$ cat config.mk
export PLATFORM = sky130hd
export DESIGN_NAME = video_timing_gen
export DESIGN_NICKNAME = d
export VERILOG_FILES = /design/src/rtl/video_timing_gen.sv
export SDC_FILE = /design/constraint.sdc
export NUM_CORES = 1
export LEC_CHECK = 0
export CORE_AREA = 2 2 63 65
export CTS_CLUSTER_DIAMETER = 80
export CTS_CLUSTER_SIZE = 20
export DETAILED_ROUTE_END_ITERATION = 10
export DIE_AREA = 0 0 65 67
export GPL_ROUTABILITY_DRIVEN = 0
export HOLD_SLACK_MARGIN = 0.05
export PLACE_DENSITY = 0.86
export SLEW_MARGIN = 10
export SYNTH_ARGS = -nofsm -noshare
export SYNTH_HDL_FRONTEND = slang
export SYNTH_SLANG_ARGS = --single-unit
$ cat constraint.sdc
create_clock -name clk -period 2.9 [get_ports clk]
set_input_delay 0.725 -clock clk [delete_from_list [all_inputs] [get_ports clk]]
set_output_delay 0.725 -clock clk [all_outputs]
set_load 0.03 [all_outputs]
$ cat src/rtl/video_timing_gen.sv
`default_nettype none
// ==== video_timing_gen : raster sync / DE / coordinate generator | rev 1.0 ====
// Free-running h/v counters with a registered decode stage; everything advances only on ce.
module video_timing_gen #(
  parameter int H_ACTIVE  = 640,
  parameter int H_FP      = 16,
  parameter int H_SYNC    = 96,
  parameter int H_BP      = 48,
  parameter int V_ACTIVE  = 480,
  parameter int V_FP      = 10,
  parameter int V_SYNC    = 2,
  parameter int V_BP      = 33,
  parameter bit HSYNC_POL = 1'b0,
  parameter bit VSYNC_POL = 1'b0,
  parameter int CW        = 10
) (
  input  logic          clk,
  input  logic          reset_n,
  input  logic          ce,
  output logic          hsync,
  output logic          vsync,
  output logic          de,
  output logic          vblank,
  output logic [CW-1:0] x,
  output logic [CW-1:0] y,
  output logic          line_start,
  output logic          frame_start
);

  localparam int H_TOTAL = H_ACTIVE + H_FP + H_SYNC + H_BP;
  localparam int V_TOTAL = V_ACTIVE + V_FP + V_SYNC + V_BP;

  // Inclusive upper bounds keep every constant representable even when a total equals 2^CW.
  localparam logic [CW-1:0] H_LAST     = CW'(H_TOTAL - 1);
  localparam logic [CW-1:0] V_LAST     = CW'(V_TOTAL - 1);
  localparam logic [CW-1:0] H_ACT_LAST = CW'(H_ACTIVE - 1);
  localparam logic [CW-1:0] V_ACT_LAST = CW'(V_ACTIVE - 1);
  localparam logic [CW-1:0] HS_FIRST   = CW'(H_ACTIVE + H_FP);
  localparam logic [CW-1:0] HS_LAST    = CW'(H_ACTIVE + H_FP + H_SYNC - 1);
  localparam logic [CW-1:0] VS_FIRST   = CW'(V_ACTIVE + V_FP);
  localparam logic [CW-1:0] VS_LAST    = CW'(V_ACTIVE + V_FP + V_SYNC - 1);

  logic [CW-1:0] h_q, h_d, v_q, v_d;
  logic [CW-1:0] x_q, x_d, y_q, y_d;
  logic          hsync_q, hsync_d, vsync_q, vsync_d;
  logic          de_q, de_d, vblank_q, vblank_d;
  logic          line_start_q, line_start_d, frame_start_q, frame_start_d;
  logic          in_h_act, in_v_act, in_hs, in_vs;

  always_comb begin
    in_h_act      = (h_q <= H_ACT_LAST);
    in_v_act      = (v_q <= V_ACT_LAST);
    in_hs         = (h_q >= HS_FIRST) && (h_q <= HS_LAST);
    in_vs         = (v_q >= VS_FIRST) && (v_q <= VS_LAST);
    h_d           = h_q;
    v_d           = v_q;
    x_d           = x_q;
    y_d           = y_q;
    hsync_d       = hsync_q;
    vsync_d       = vsync_q;
    de_d          = de_q;
    vblank_d      = vblank_q;
    line_start_d  = line_start_q;
    frame_start_d = frame_start_q;
    if (ce) begin
      if (h_q == H_LAST) begin
        h_d = '0;
        v_d = (v_q == V_LAST) ? '0 : v_q + CW'(1);
      end else begin
        h_d = h_q + CW'(1);
      end
      de_d          = in_h_act && in_v_act;
      hsync_d       = in_hs ? HSYNC_POL : ~HSYNC_POL;
      vsync_d       = in_vs ? VSYNC_POL : ~VSYNC_POL;
      vblank_d      = !in_v_act;
      x_d           = (in_h_act && in_v_act) ? h_q : '0;
      y_d           = (in_h_act && in_v_act) ? v_q : '0;
      line_start_d  = (h_q == '0);
      frame_start_d = (h_q == '0) && (v_q == '0);
    end
  end

  always_ff @(posedge clk or negedge reset_n) begin
    if (!reset_n) begin
      h_q           <= '0;
      v_q           <= '0;
      x_q           <= '0;
      y_q           <= '0;
      hsync_q       <= ~HSYNC_POL;
      vsync_q       <= ~VSYNC_POL;
      de_q          <= 1'b0;
      vblank_q      <= 1'b0;
      line_start_q  <= 1'b0;
      frame_start_q <= 1'b0;
    end else begin
      h_q           <= h_d;
      v_q           <= v_d;
      x_q           <= x_d;
      y_q           <= y_d;
      hsync_q       <= hsync_d;
      vsync_q       <= vsync_d;
      de_q          <= de_d;
      vblank_q      <= vblank_d;
      line_start_q  <= line_start_d;
      frame_start_q <= frame_start_d;
    end
  end

  assign hsync       = hsync_q;
  assign vsync       = vsync_q;
  assign de          = de_q;
  assign vblank      = vblank_q;
  assign x           = x_q;
  assign y           = y_q;
  assign line_start  = line_start_q;
  assign frame_start = frame_start_q;

`ifndef SYNTHESIS
  always @(posedge clk) begin : g_width_check
    assert ((H_TOTAL <= (1 << CW)) && (V_TOTAL <= (1 << CW)))
      else $error("video_timing_gen: totals %0d/%0d exceed CW=%0d", H_TOTAL, V_TOTAL, CW);
  end
`endif

endmodule
`default_nettype wire

Yosys cells after proc, flatten, opt, wreduce, memory -nomap -nowiden --
Index checks and enable logic that the tools add are counted. W data, S select, Z words.
Cells by class: add/subtract/negate cells 2, magnitude comparators 6, equality and inequality tests 2, muxes and demuxes 6, reductions and logical operators 8
Operators with widths (number):
- $mux W10 | 4
- $add A10 B1 Y10 const B | 2
- $eq A10 B10 Y1 const B | 2
- $le A10 B10 Y1 const B | 2
- $le A10 B9 Y1 const B | 2
- $logic_not A10 Y1 | 2
- $ge A10 B10 Y1 const B | 1
- $ge A10 B9 Y1 const B | 1
- $logic_and A1 B1 Y1 | 4
- $mux W1 | 2
- $reduce_and A2 Y1 | 1
- $logic_not A1 Y1 | 1
Word-level totals: register bits 46, input port bits 3, output and inout port bits 26, word-level logic and storage cells 34

Longest topological paths before layout --
Gate-level depths: netlist of run 1.
depth after elaboration 3, mapped depth 6, mapped depth without buffers 5

Worst setup path after synthesis of run 1 --
No wires, ideal clock.
path type in2reg, from in ce, to reg h_q[9], setup time 124 ps, arrival time 1863 ps, required time 2776 ps, path slack 913 ps, stages 5, path buffers 1, cell sequence nand4_4 -> or4b_1 -> buf_2 -> o211a_1 -> a211o_1
RTL lines:
- start, declared | line 19 | input logic ce,
- end signal, assigned | line 85 | h_q <= '0;
- end signal, assigned | line 96 | h_q <= h_d;
- end, declared | line 43 | logic [CW-1:0] h_q, h_d, v_q, v_d;

==> results of run 1 <==
-- sequential cells by signal, indices dropped and copies added (netlist names) --
| name | count |
|---|---|
| y | 10 |
| frame_start | 1 |
| vsync | 1 |
| h_q | 10 |
| de | 1 |
| hsync | 1 |
| v_q | 10 |
| line_start | 1 |
| x | 10 |
| vblank | 1 |
-- kinds of logic (layout without fill, tap and decap cells) --
logic type,count (synthesis),in the layout,share of synthesized area (%)
compound gates,41,41,14.8
xor+xnor,10,10,4.22
fa+ha+maj,5,5,3.02
buf+inv,23,48,4.46
flops,46,46,55.6
mux,2,2,0.965
simple gates,58,58,16.9
-- path summary, 6_finish.rpt --
check / startpoint / end / slack [ns]
worst max-delay path: ce / h_q[9] / 0.52
worst min-delay path: de / de / 0.49
worst max register to register: h_q[0] / h_q[9] / 0.82
worst min register to register: de / de / 0.49
max in group asynchronous: reset_n / y[2] / 1.69
min in group asynchronous: reset_n / x[8] / 0.59
-- metal layers --
| metal | global-route usage, % | vias up | routed length (um) | share of wire, % |
|---|---|---|---|---|
| li1 | - | 723 | - | - |
| met1 | 30.4 | 771 | 1880 | 43 |
| met2 | 36.0 | 62 | 2080 | 48 |
| met3 | 5.57 | 9 | 281 | 6.5 |
| met4 | 9.31 | 0 | 75 | 1.7 |
| met5 | 0 | - | 0 | 0 |
-- cells in the mapped netlist, types with 2 or more instances --
master    number  area [um^2]
dfrtp_1       44         1100
a22o_1        19          166
nor2_1        10         37.5
clkbuf_1       9         33.8
inv_1          9         33.8
nand2_1        9         33.8
nand3_1        9         45.0
o21ai_0        9         45.0
nand4_1        7         43.8
xor2_1         6         52.6
and3_1         5         31.3
buf_2          5         25.0
ha_1           5         62.6
a21oi_1        4         20.0
xnor2_1        4         35.0
nand4b_1       3         26.3
dfstp_2        2         52.6
mux2i_1        2         20.0
nor3_1         2         10.0
nor4_1         2         12.5
nor4b_1        2         17.5
or3_1          2         12.5
-- critical path, delay by kind of cell --
family | cells | cell delay, ns
AOI/OAI and AO/OA | 2 | 0.44
buffers and inverters | 1 | 0.55
and+or+nand+nor | 2 | 0.86
-- final cells by class --
cell class                      instances  area share (%)
Multi-Input combinational cell        116            33.7
Clock inverter                          2           0.407
Timing Repair Buffer                   32            12.4
Sequential cell                        46            46.9
Clock buffer                            5            2.80
Inverter                                9            1.37
Tap cell                               48            2.44
-- per-stage QoR --
step                cell area [um^2]  setup slack [ns]  std cells  power, uW
detailed placement              2380             0.225        251        869
global route                    2460             0.423        258       1290
floorplan                       2070             0.913        185        841
CTS                             2460             0.521        258       1240
finish                          2460             0.516        258       1230
global placement                2380             0.258        251        858
-- where the power goes --
group	total, uW	internal [uW]	leakage (uW)	switching, uW
sequential	753	674	0.000599	78.7
combinational	104	46.1	0.000467	58.2
clock	377	162	0.0000438	215
total	1230	883	0.00111	351
-- cells in the final DEF (no fill, tap or decap), drive strengths merged, types with 3 or more instances in the layout --
master / netlist / routed
nand4b: 3 / 3
inv: 9 / 9
nor4b: 3 / 3
a22o: 19 / 19
nand3: 9 / 9
nor3: 3 / 3
and3: 5 / 5
xnor2: 4 / 4
nand4: 8 / 8
ha: 5 / 5
buf: 5 / 5
nor2: 10 / 10
xor2: 6 / 6
nand2: 9 / 9
clkbuf: 9 / 5
a21oi: 4 / 4
o21ai: 9 / 9
dfrtp: 44 / 44
clkdlybuf4s50: 0 / 27
==> impl_metrics.json, run 1 <==
{
  "synth_fp_nets": 193,
  "grt_pass1_vias": 1515,
  "cts_setup_buffers": 0,
  "multi_input_area_um2": 828,
  "grt_overflow_total": 0,
  "nFillCells": 259,
  "p_leak_uw": 0.00111,
  "cts-root-buf": "clkbuf_8",
  "wirelength_mm": 4.32,
  "drt-initial-drc-count": 103,
  "path_max_fanout": 9,
  "die_h_um": 67,
  "grt_usage_pct": 22.9,
  "num_rows": 22,
  "final_core_util_pct": 68.2,
  "min_path_type": "flip-flop to flip-flop",
  "vias_per_cell": 6.07,
  "fin_setup_tns_ns": 0,
  "async_reset_ff_share_pct": 100,
  "cts_buffer_depth": 2,
  "ios": 29,
  "grt_pass1_wl_mm": 7.42,
  "setup-violations-final": 0,
  "syn_avg_cell_area_um2": 11.2,
  "route.detailed.wl_per_inst_um": 16.8,
  "ys_seq_elements": 46,
  "core_area_um2": 3610,
  "hpwl_mm": 2.93,
  "syn2layout_area_growth_pct": 18.6,
  "slowest_delay_ns": 0.70,
  "drive_above_1_share_pct": 8.10,
  "crit_chain": "clkdlybuf4s50_1, nand4_4, or4b_1, o211a_1, a211o_1",
  "cts_sinks": 46,
  "final-seq-area_um2": 1150,
  "cts_tree": "done",
  "holdPathStages": 1,
  "synth-edff-count": 0,
  "rsz0062_at_grt": "false",
  "fmax_mhz": 420,
  "critPathKind": "primary input to flip-flop",
  "synth_warnings": 0,
  "cts_resized": 0,
  "final_nets": 218,
  "timing.hold.ws_ns": 0.492,
  "firstDrtPassIters": 4,
  "end_kind": "flip-flop",
  "slew_violations": 0,
  "maxCapViolCount": 0,
  "p_per_area_nw_per_um2": 502,
  "skew_ns": 0.00398,
  "ant_nets": 0,
  "seq_area_frac_synth_pct": 55.6,
  "grt_max_degree": 47,
  "die-area_um2": 4360,
  "drc": 0,
  "vdd_drop_max_uv": 412,
  "worst_pin_slew_ns": 1.01,
  "h-tree-depth": 2,
  "n_antenna_cell": 0,
  "reg2regPathDepth": 5,
  "worst_ep_required_time_ns": 3.09,
  "die_width_um": 65,
  "status": "completed",
  "path_clk_slew_ns": 0.08,
  "startpoint_type": "primary input",
  "synthesis.area_um2": 2070,
  "cts_buffers": 5,
  "cts_hold_buf": 0,
  "dr_total_vias": 1565,
  "insertion_delay_ns": 0.30,
  "slowest_stage": "or4b_1",
  "synth_flop_cell": "dfrtp_1",
  "port_buffers": 28,
  "initial_utilization_pct": 57.5,
  "netlist_instances": 185,
  "min_period_ns": 2.38,
  "final_hold_viol_count": 0,
  "slew_headroom_pct": 32.8,
  "period_share_pct": 82.2,
  "yosysUniqueCellTypes": 38,
  "worstPathArrival_ns": 2.57,
  "antenna_found_initial": 0
}
Note: power is estimated with default switching activity, not from simulation.
==> inputs of run 2 (changes only) <==
--- a/config.mk
+++ b/config.mk
@@ -5,14 +5,14 @@
 export SDC_FILE = /design/constraint.sdc
 export NUM_CORES = 1
 export LEC_CHECK = 0
-export CORE_AREA = 2 2 63 65
+export CORE_AREA = 2 2 65 67
 export CTS_CLUSTER_DIAMETER = 80
 export CTS_CLUSTER_SIZE = 20
 export DETAILED_ROUTE_END_ITERATION = 10
-export DIE_AREA = 0 0 65 67
+export DIE_AREA = 0 0 67 69
 export GPL_ROUTABILITY_DRIVEN = 0
 export HOLD_SLACK_MARGIN = 0.05
-export PLACE_DENSITY = 0.86
+export PLACE_DENSITY = 0.82
 export SLEW_MARGIN = 10
 export SYNTH_ARGS = -nofsm -noshare
 export SYNTH_HDL_FRONTEND = slang
==> constraint.sdc (replaced) <==
create_clock -name clk -period 2.5 [get_ports clk]
set_input_delay 0.625 -clock clk [delete_from_list [all_inputs] [get_ports clk]]
set_output_delay 0.625 -clock clk [all_outputs]
set_load 0.03 [all_outputs]
==> impl_metrics.json, run 2 (synthesized netlist as in run 1, its figures left out) <==
{
  "status": "completed",
  "grt_pass1_vias": 1489,
  "end_kind": "flip-flop",
  "placedCellCount": 257,
  "core_area_um2": 3910,
  "place_area_um2": 2410,
  "final_core_util_pct": 64.1,
  "cts-root-buf": "clkbuf_8",
  "path_max_fanout": 9,
  "startpoint_type": "primary input",
  "worst_ep_required_time_ns": 2.74,
  "cts_hold_buf": 0,
  "fmax_mhz": 451,
  "mostFrequentLayoutCells": "dfrtp_1 (44), clkdlybuf4s50_1 (27), a22o_1 (19)",
  "route.detailed.wl_per_inst_um": 15.4,
  "min_period_ns": 2.22,
  "port_buffers": 28,
  "critPathKind": "primary input to flip-flop",
  "firstDrtPassIters": 4,
  "die-area_um2": 4620,
  "path_clk_slew_ns": 0.09,
  "slew_headroom_pct": 58.4,
  "design_area_um2": 2510,
  "final_nets": 222,
  "final_common_cell": "dfrtp_1",
  "p_per_area_nw_per_um2": 584,
  "grt_max_degree": 30,
  "worst_pin_slew_ns": 0.625,
  "cts_sinks": 46,
  "ios": 29,
  "cts_setup_buffers": 0,
  "wirelength_mm": 4.07,
  "hpwl_mm": 2.86,
  "nFillCells": 305,
  "n_antenna_cell": 0,
  "min_path_type": "primary input to async pin",
  "cts_buffer_depth": 2,
  "final_hold_viol_count": 0,
  "die_h_um": 69,
  "skew_ns": 0.00820,
  "dr_total_vias": 1504,
  "drt-initial-drc-count": 105,
  "grt_pass1_wl_mm": 7.06,
  "initial_utilization_pct": 53.0,
  "cts_buffers": 5,
  "fin_ws_ns": 0.281,
  "cts_tree": "done",
  "die_width_um": 67,
  "grt_overflow_total": 0,
  "p_leak_uw": 0.00113,
  "maxCapViolCount": 0,
  "syn2layout_area_growth_pct": 20.9,
  "insertion_delay_ns": 0.30,
  "worstPathArrival_ns": 2.46,
  "pre_cts_ws_ns": -0.0271,
  "setup-violations-final": 0,
  "num_rows": 23,
  "vias_per_cell": 5.68,
  "period_share_pct": 88.8,
  "vdd_drop_max_uv": 317,
  "stdcell_count": 265,
  "drive_above_1_share_pct": 10.2,
  "rsz0062_at_grt": "false",
  "timing.hold.ws_ns": 0.337,
  "ant_nets": 0,
  "cts_resized": 0,
  "drc": 0,
  "antenna_found_initial": 0,
  "h-tree-depth": 2,
  "slew_violations": 0,
  "grt_usage_pct": 19.9
}
## run 2: cell count changes in the layout (fill, tap and decap cells not counted)
cell / change
clkinv_2: -1
clkinvlp_4: +1
buf_4: +4
clkbuf_8: +1
## run 2: final cells by class
class,instances,area [um^2],share of cell area (%)
clock buffer,6,82.6,3.29
clock inverter,2,12.5,0.499
inverter,9,33.8,1.35
multi-input combinational,116,828,33.0
sequential,46,1150,46.0
tap,50,62.6,2.49
timing repair buffer,36,335,13.4
## run 2: worst paths after layout
check                      startpoint     end  slack, ns  cells past startpoint
max in group asynchronous     reset_n   vsync       1.51                      2
min in group clk                   de      de       0.48                      1
min reg2reg                        de      de       0.48                      1
max reg2reg                    h_q[0]  v_q[3]       0.46                      5
max                                ce  v_q[3]       0.28                      5
min                           reset_n    x[9]       0.34                      1
## run 2: power breakdown
group          switching (uW)  internal (uW)  leakage [uW]
combinational            65.1           56.4      0.000487
sequential               96.1            782      0.000599
clock                     244            222     0.0000472
## run 2: worst max-delay path, cell delays in order
cell             delay [ns]
clkdlybuf4s50_1        0.53
nand4_4                0.11
or4b_1                 0.70
or3_1                  0.42
nand3_1                0.08
## run 2: routing by layer
metal,track usage (%),vias up,part of all wire [%]
met3,4.57,4,4.0
met2,28.6,33,45
met5,0,-,0
met1,28.7,734,49
met4,8.39,0,1.3
li1,-,733,-
## run 2: through the flow
stage / power (uW) / setup TNS [ns]
global route: 1540 / 0
finish: 1470 / 0
floorplan: 975 / 0
detailed placement: 1020 / -0.0503
CTS: 1480 / 0
global placement: 1010 / -0.0142
